[src/rtl/demux.sv]
// demux: routes one input stream to three independent FIFO channels.
// Select priority is sel1 > sel2 > sel3; unrouted offers are counted.
module demux #(
  parameter int WIDTH = 4,
  parameter int DEPTH = 2
) (
  input  logic             clock,
  input  logic             reset,
  input  logic [WIDTH-1:0] ip,
  input  logic             ip_valid,
  output logic             ip_ready,
  input  logic             sel1,
  input  logic             sel2,
  input  logic             sel3,
  output logic [WIDTH-1:0] op1,
  output logic [WIDTH-1:0] op2,
  output logic [WIDTH-1:0] op3,
  output logic             op1_valid,
  output logic             op2_valid,
  output logic             op3_valid,
  input  logic             op1_ready,
  input  logic             op2_ready,
  input  logic             op3_ready,
  output logic [7:0]       drop_cnt
);

  localparam int AW = $clog2(DEPTH);
  localparam int CW = AW + 1;
  localparam logic [CW-1:0] FULL_CNT = CW'(DEPTH);

  logic [WIDTH-1:0] mem_q [3][DEPTH];
  logic [WIDTH-1:0] mem_d [3][DEPTH];
  logic [AW-1:0]    wr_q  [3];
  logic [AW-1:0]    wr_d  [3];
  logic [AW-1:0]    rd_q  [3];
  logic [AW-1:0]    rd_d  [3];
  logic [CW-1:0]    cnt_q [3];
  logic [CW-1:0]    cnt_d [3];
  logic [2:0]       full_q;
  logic [2:0]       full_d;
  logic [7:0]       drop_q;
  logic [7:0]       drop_d;

  logic [2:0] sel_oh;
  logic [2:0] push;
  logic [2:0] pop;
  logic [2:0] vld;
  logic [2:0] rdy;

  always_comb begin
    sel_oh = 3'b000;
    if (sel1) begin
      sel_oh = 3'b001;
    end else if (sel2) begin
      sel_oh = 3'b010;
    end else if (sel3) begin
      sel_oh = 3'b100;
    end
  end

  // Acceptance looks only at registered full flags, so a same-cycle
  // pop never opens room for a push.
  assign ip_ready = !reset && (|(sel_oh & ~full_q));
  assign push     = {3{ip_valid && ip_ready}} & sel_oh;
  assign rdy      = {op3_ready, op2_ready, op1_ready};

  always_comb begin
    for (int c = 0; c < 3; c++) begin
      vld[c] = !reset && (cnt_q[c] != '0);
    end
  end

  assign pop = vld & rdy;

  always_comb begin
    mem_d  = mem_q;
    wr_d   = wr_q;
    rd_d   = rd_q;
    cnt_d  = cnt_q;
    full_d = full_q;
    drop_d = drop_q;
    for (int c = 0; c < 3; c++) begin
      if (push[c]) begin
        mem_d[c][wr_q[c]] = ip;
        wr_d[c]           = wr_q[c] + 1'b1;
      end
      if (pop[c]) begin
        rd_d[c] = rd_q[c] + 1'b1;
      end
      unique case ({push[c], pop[c]})
        2'b10:   cnt_d[c] = cnt_q[c] + 1'b1;
        2'b01:   cnt_d[c] = cnt_q[c] - 1'b1;
        default: cnt_d[c] = cnt_q[c];
      endcase
      full_d[c] = (cnt_d[c] == FULL_CNT);
    end
    if (ip_valid && (sel_oh == 3'b000) && (drop_q != 8'hff)) begin
      drop_d = drop_q + 8'd1;
    end
  end

  always_ff @(posedge clock) begin
    if (reset) begin
      for (int c = 0; c < 3; c++) begin
        for (int e = 0; e < DEPTH; e++) begin
          mem_q[c][e] <= '0;
        end
        wr_q[c]  <= '0;
        rd_q[c]  <= '0;
        cnt_q[c] <= '0;
      end
      full_q <= '0;
      drop_q <= '0;
    end else begin
      mem_q  <= mem_d;
      wr_q   <= wr_d;
      rd_q   <= rd_d;
      cnt_q  <= cnt_d;
      full_q <= full_d;
      drop_q <= drop_d;
    end
  end

  assign op1       = mem_q[0][rd_q[0]];
  assign op2       = mem_q[1][rd_q[1]];
  assign op3       = mem_q[2][rd_q[2]];
  assign op1_valid = vld[0];
  assign op2_valid = vld[1];
  assign op3_valid = vld[2];
  assign drop_cnt  = drop_q;

endmodule

[config.mk]
export PLATFORM = sky130hd
export DESIGN_NAME = demux
export DESIGN_NICKNAME = d
export VERILOG_FILES = /design/src/rtl/demux.sv
export SDC_FILE = /design/constraint.sdc
export NUM_CORES = 1
export LEC_CHECK = 0
export CELL_PAD_IN_SITES_DETAIL_PLACEMENT = 0
export CELL_PAD_IN_SITES_GLOBAL_PLACEMENT = 1
export CORE_MARGIN = 3
export CORE_UTILIZATION = 43
export DETAILED_ROUTE_END_ITERATION = 10
export HOLD_SLACK_MARGIN = 0.12
export PLACE_DENSITY_LB_ADDON = 0.2
export SYNTH_ARGS = -nofsm -noshare
export SYNTH_HDL_FRONTEND = slang
export SYNTH_SLANG_ARGS = --single-unit
[constraint.sdc]
create_clock -name clock -period 4.4 [get_ports clock]
set_input_delay 0.66 -clock clock [delete_from_list [all_inputs] [get_ports clock]]
set_output_delay 0.66 -clock clock [all_outputs]
set_load 0.005 [all_outputs]
==> summary.md, run 1 <==
| Metric | Value |
|---|---|
| FF-to-FF Start | full_q[2] |
| Top cell type by total area after synthesis | dfxtp_1 |
| Syn_area_per_cell | 9.78 µm² |
| Syn Std Cell Area | 2090 µm² |
| Worst-path fanout max | 4 |
| Outcome | finished, final reports clean |
| Die ar. | 5740 µm² |
| Core footprint | 4530 µm² |
| Largest net degree at the start of global routing | 56 |
| Min cycle time layout | 3.02 ns |
| Detailed Route Iter0 Violations | 37 |
| Commonest non-fill, non-tap cell in the layout | dfxtp_1 |
| Die width | 75.8 µm |
| Post-Synth XOR/XNOR Area | 7.53% |
| Total Wirelength | 4110 µm |
| Hold Path Class | reg -> reg |
| DP HPWL | 2930 µm |
| RSZ-0062 raised after global routing | false |
| Wire per inst | 13.1 µm |
| CP required | 3.74 ns |
| CTS tree | built |
| Max_slew headroom | 37.7% |
| Core Rows | 24 |
| Type of origin of the critical path | input pin |
| Syn Inst Count | 214 |
| Remaining DRCs | 0 |
| Post-synth cell types | 35 |
| Post-synthesis sequential area ratio | 44.9% |
| Setup Crit Path Kind | in -> out |
| Reg2reg path depth | 6 |
| Post-synthesis compound-gate area fraction | 9.86% |
| Power per cell area | 289 nW/µm² |
| Mux contribution to synthesized area | 14.6% |
| # port buffers | 36 |
| Clk buf depth | 2 |
| Top cells by area, synth | dfxtp_1 45%, mux2i_1 8.1%, mux2_2 6.5%, nor2_1 6.3%, xnor2_1 4.6% |
| I/O pin count | 37 |
| Crit end category | primary output |
| Clk pin slew, worst setup/hold paths | 0.08 ns |
| Clock Latency Late Sink | 0.29 ns |
| Initial Util | 46.2% |
| Layout cells sized above 1 | 11.2% |
| Least-Margin Pin Slew | 0.935 ns |
| Post-Route Utilization | 56.8% |
| Initial antenna violation count | 0 |
| Root buffer cell | clkbuf_8 |
| Most frequent cells in the layout | 47 x dfxtp_1, 35 x nor2_1, 35 x clkdlybuf4s50_1, 17 x mux2i_1 |
| Placer Congestion | 0.785 |
| Antenna Cells | 0 |
| Final Setup Violations | 0 |
| CP startpoint | sel3 |
| GRT Total Usage | 15.7% |
| Final worst setup slack | 1.38 ns |
| Setup Skew | 0.00406 ns |
| Final Hold Fails | 0 |
| CTS Buf Count | 5 |
| Hold_buf cts | 0 |
| Synthesis Warnings | 0 |
| Final period utilization | 68.6% |
| Max-slew violation count | 0 |
| Syn nets | 231 |
| Synthesis-stage register bit count | 47 |
| Max VDD drop | 0.000165 V |
| Number of max-cap violations | 0 |
| First-pass GRT wire length | 6780 µm |
| ANT nets after route | 0 |
| GRT overflow | 0 |
| Simple-gate share of the synthesized area | 19.2% |
| Via-to-Cell Ratio | 4.98 |
| Iteration count of the initial detailed-routing pass | 4 |
| Largest family of logic cells by synthesized area | simple AND/OR/NAND/NOR gates |
| Die Height | 75.8 µm |
| Layout area overhead | 23.1% |
| Reg2Reg Setup Slack | 2.61 ns |
| Post-synth top area share | 44.9% |
| CP endpoint | ip_ready |
| Pleak | 0.963 nW |
| Worst R2R End | full_q[2] |
| Post-cts resize count | 0 |
| # Post-CTS Setup Buffers | 0 |
| Crit path arrival time | 2.36 ns |
| Pre-CTS setup slack | 1.33 ns |
| Final #Nets | 267 |
| Clock sinks | 47 |
| Setup TNS | 0 ns |
| Number of global-route vias before repair | 1449 |
| Max Clock Freq | 331 MHz |
| Routed via count | 1563 |
| H-tree depth | 2 |
| Post-Synth Adder-Cell Area | 2.39% |
-- metrics by stage --
| step | std cells | hold WS [ns] | area [µm²] | total power [mW] |
|---|---|---|---|---|
| 2_1_floorplan | 214 | 0.451 | 2090 | 0.488 |
| 3_3_place_gp | 308 | 0.466 | 2500 | 0.520 |
| 3_5_place_dp | 308 | 0.469 | 2500 | 0.520 |
| 4_1_cts | 314 | 0.480 | 2580 | 0.758 |
| 5_1_grt | 314 | 0.513 | 2580 | 0.779 |
| 6_report | 314 | 0.478 | 2580 | 0.743 |
-- sequential cells by signal, summed over array words and instances (netlist names) --
signal,cells
cnt_q,6
rd_q,3
wr_q,3
full_q,3
mem_q,24
drop_cnt,8
-- power by group --
group / internal [mW] / switching, mW
clock: 0.106 / 0.128
combinational: 0.0367 / 0.0316
sequential: 0.433 / 0.00774
total: 0.576 / 0.167
-- cell usage after synthesis --
cell	number
a2111oi_4	1
a211oi_1	1
a21oi_1	12
and2_1	3
and3_1	1
buf_1	2
clkbuf_1	5
dfxtp_1	47
ha_1	4
inv_1	1
mux2_2	12
mux2i_1	17
nand2_1	12
nand3_1	5
nand3b_1	1
nand4_1	1
nand4bb_1	1
nor2_1	35
nor2b_1	2
nor3_1	2
nor3b_1	4
nor3b_2	2
nor4b_2	1
o211ai_1	1
o21ai_0	10
o21ai_2	1
o21ba_2	3
o31ai_1	2
or3_1	2
or3b_1	1
or3b_2	1
or4_1	2
or4b_4	1
xnor2_1	11
xor2_1	7
-- routing by layer --
layer / track usage, % / vias up / wire length, µm
met5: 0 / - / 0
met4: 5.24 / 0 / 60
met3: 5.28 / 6 / 193
met2: 22.5 / 35 / 1710
met1: 21.9 / 714 / 2150
li1: - / 808 / -
-- final cells by class --
class	instances	area [µm²]
fill	434	1960
multi-input combinational	159	1120
sequential	47	941
timing repair buffer	36	355
tap	65	81.3
clock buffer	6	72.6
inverter	1	3.75
-- how the worst min path moves through the flow --
stage              start         to  cells after the start
5_1_grt        mem_q[15]  mem_q[15]                      2
6_report       mem_q[13]  mem_q[13]                      2
2_1_floorplan  mem_q[12]  mem_q[12]                      2
3_3_place_gp    mem_q[7]   mem_q[7]                      2
3_5_place_dp   mem_q[13]  mem_q[13]                      2
4_1_cts        mem_q[13]  mem_q[13]                      2
-- cells by family (layout without fill, tap and decap cells) --
family | count (synthesis) | after routing
AOI/OAI and AO/OA | 31 | 31
xor gates and xnor gates | 18 | 18
adders and majority gates | 4 | 4
buffers and inverters | 8 | 43
DFF | 47 | 47
muxes | 29 | 29
and+or+nand+nor | 77 | 77
-- worst max-delay path, cell delays in order --
cell	delay (ns)
clkdlybuf4s50_1	0.51
nor3b_1	0.39
nor3_1	0.09
a211oi_1	0.17
clkdlybuf4s50_1	0.54
Note: power is estimated with default switching activity, not from simulation.
==> run 2: changes to the inputs <==
CORE_UTILIZATION = 40   (was 43)
clock period = 3.05 ns   (was 4.4 ns; I/O delays follow)
==> summary.md, run 2 (same netlist as run 1, synthesis figures left out) <==
| Metric | Value |
|---|---|
| Outcome | finished, final reports clean |
| Crit end category | primary output |
| Number of max-cap violations | 0 |
| Initial Util | 42.9% |
| Pleak | 0.993 nW |
| Setup TNS | 0 ns |
| Wire per inst | 12.8 µm |
| Reg2reg path depth | 8 |
| GRT overflow | 0 |
| Post-Route Utilization | 54.0% |
| Final #Nets | 271 |
| Remaining DRCs | 0 |
| Max-slew violation count | 0 |
| Total Wirelength | 4110 µm |
| Final worst setup slack | 0.409 ns |
| Final period utilization | 86.6% |
| CTS tree | built |
| Initial antenna violation count | 0 |
| CP required | 2.59 ns |
| Hold_buf cts | 0 |
| Final Hold Fails | 0 |
| Placer Congestion | 0.769 |
| Routed via count | 1550 |
| Final Setup Violations | 0 |
| Max reg flops | 24 |
| Max VDD drop | 0.000264 V |
| Number of global-route vias before repair | 1419 |
| Root buffer cell | clkbuf_8 |
| Crit path arrival time | 2.18 ns |
| Pre-CTS setup slack | 0.406 ns |
| Top reg by flops | mem_q |
| Combinational power share | 9.1% |
| Clock Latency Late Sink | 0.29 ns |
| Commonest non-fill, non-tap cell in the layout | dfxtp_1 |
| Setup Skew | 0.00877 ns |
| # Post-CTS Setup Buffers | 0 |
| Cell-internal power | 0.868 mW |
| Sw Pwr | 0.262 mW |
| Setup Crit Path Kind | in -> out |
| GRT Total Usage | 14.0% |
| Clk pwr share | 34.6% |
| Detailed Route Iter0 Violations | 73 |
| Largest net degree at the start of global routing | 32 |
| Sw frac | 23.2% |
| I/O pin count | 37 |
| Tot Pwr | 1.13 mW |
| First-pass GRT wire length | 6960 µm |
| Sequential power share | 56.3% |
| Max Clock Freq | 379 MHz |
| Worst-path fanout max | 4 |
| Core Rows | 25 |
| Max_slew headroom | 70.7% |
| # port buffers | 36 |
| Die ar. | 6140 µm² |
| Clk buf depth | 2 |
| Hold path cells | 2 |
| Core footprint | 4880 µm² |
| Hold Path Class | reg -> reg |
| Iteration count of the initial detailed-routing pass | 4 |
| RSZ-0062 raised after global routing | false |
| Most frequent cells in the layout | 47 x dfxtp_1, 36 x clkdlybuf4s50_1, 35 x nor2_1, 17 x mux2i_1 |
| Type of origin of the critical path | input pin |
| Via-to-Cell Ratio | 4.81 |
| Clk pin slew, worst setup/hold paths | 0.09 ns |
| Die width | 78.3 µm |
| CTS Buf Count | 5 |
| ANT nets after route | 0 |
| Clock sinks | 47 |
| Power per cell area | 429 nW/µm² |
| Post-cts resize count | 0 |
| Antenna Cells | 0 |
| Layout area overhead | 25.9% |
| Least-Margin Pin Slew | 0.438 ns |
| H-tree depth | 2 |
| Min cycle time layout | 2.64 ns |
| Die Height | 78.3 µm |
| DP HPWL | 2980 µm |
| Layout cells sized above 1 | 12.9% |
-- run 2: cell types whose count changed in the layout (fill, tap and decap cells not counted), sizes merged --
| cell | previous run | this run |
|---|---|---|
| clkbuf | 6 | 7 |
| clkinv | 0 | 1 |
| buf | 1 | 4 |
| clkdlybuf4s50 | 35 | 36 |
-- run 2: layer usage --
metal,track usage [%],up-vias,wire length (µm)
met4,3.67,0,37
met3,4.24,5,146
li1,-,823,-
met1,21.3,698,2290
met2,18.9,24,1640
met5,0,-,0
-- run 2: critical path: stages --
cell,delay [ns]
clkdlybuf4s50_1,0.55
nor2b_1,0.32
nor3_1,0.08
a211oi_1,0.21
clkdlybuf4s50_1,0.56
-- run 2: worst paths after layout --
kind,end,slack [ns],start
worst max-delay path,ip_ready,0.41,sel2
worst min-delay path,mem_q[7],0.48,mem_q[7]
worst max register to register,full_q[2],1.35,full_q[2]
worst min register to register,mem_q[7],0.48,mem_q[7]
-- run 2: cell type report --
class / count / area (µm²)
Clock buffer: 7 / 86.3
Clock inverter: 1 / 8.76
Fill cell: 468 / 2240
Inverter: 1 / 3.75
Multi-Input combinational cell: 159 / 1120
Sequential cell: 47 / 941
Tap cell: 67 / 83.8
Timing Repair Buffer: 40 / 390
-- run 2: power by group through the flow --
stage | logic, mW | registers (mW) | clock network [mW]
2_1_floorplan | 0.0561 | 0.648 | 0
4_1_cts | 0.104 | 0.636 | 0.409
3_3_place_gp | 0.104 | 0.651 | 0
3_5_place_dp | 0.104 | 0.651 | 0
5_1_grt | 0.114 | 0.638 | 0.432
6_report | 0.103 | 0.636 | 0.390
-- run 2: stage by stage --
step	hold WS, ns	area [µm²]	cells
after CTS	0.481	2640	322
after global routing	0.511	2640	322
after global placement	0.469	2540	314
after detailed placement	0.468	2540	314
after floorplan	0.451	2090	214
final	0.478	2640	322
==> run 3: changes to the inputs <==
CAP_MARGIN = 20   (was default)
==> results of run 3 <==
Final layout, timing and power as in run 2 (identical DEF).
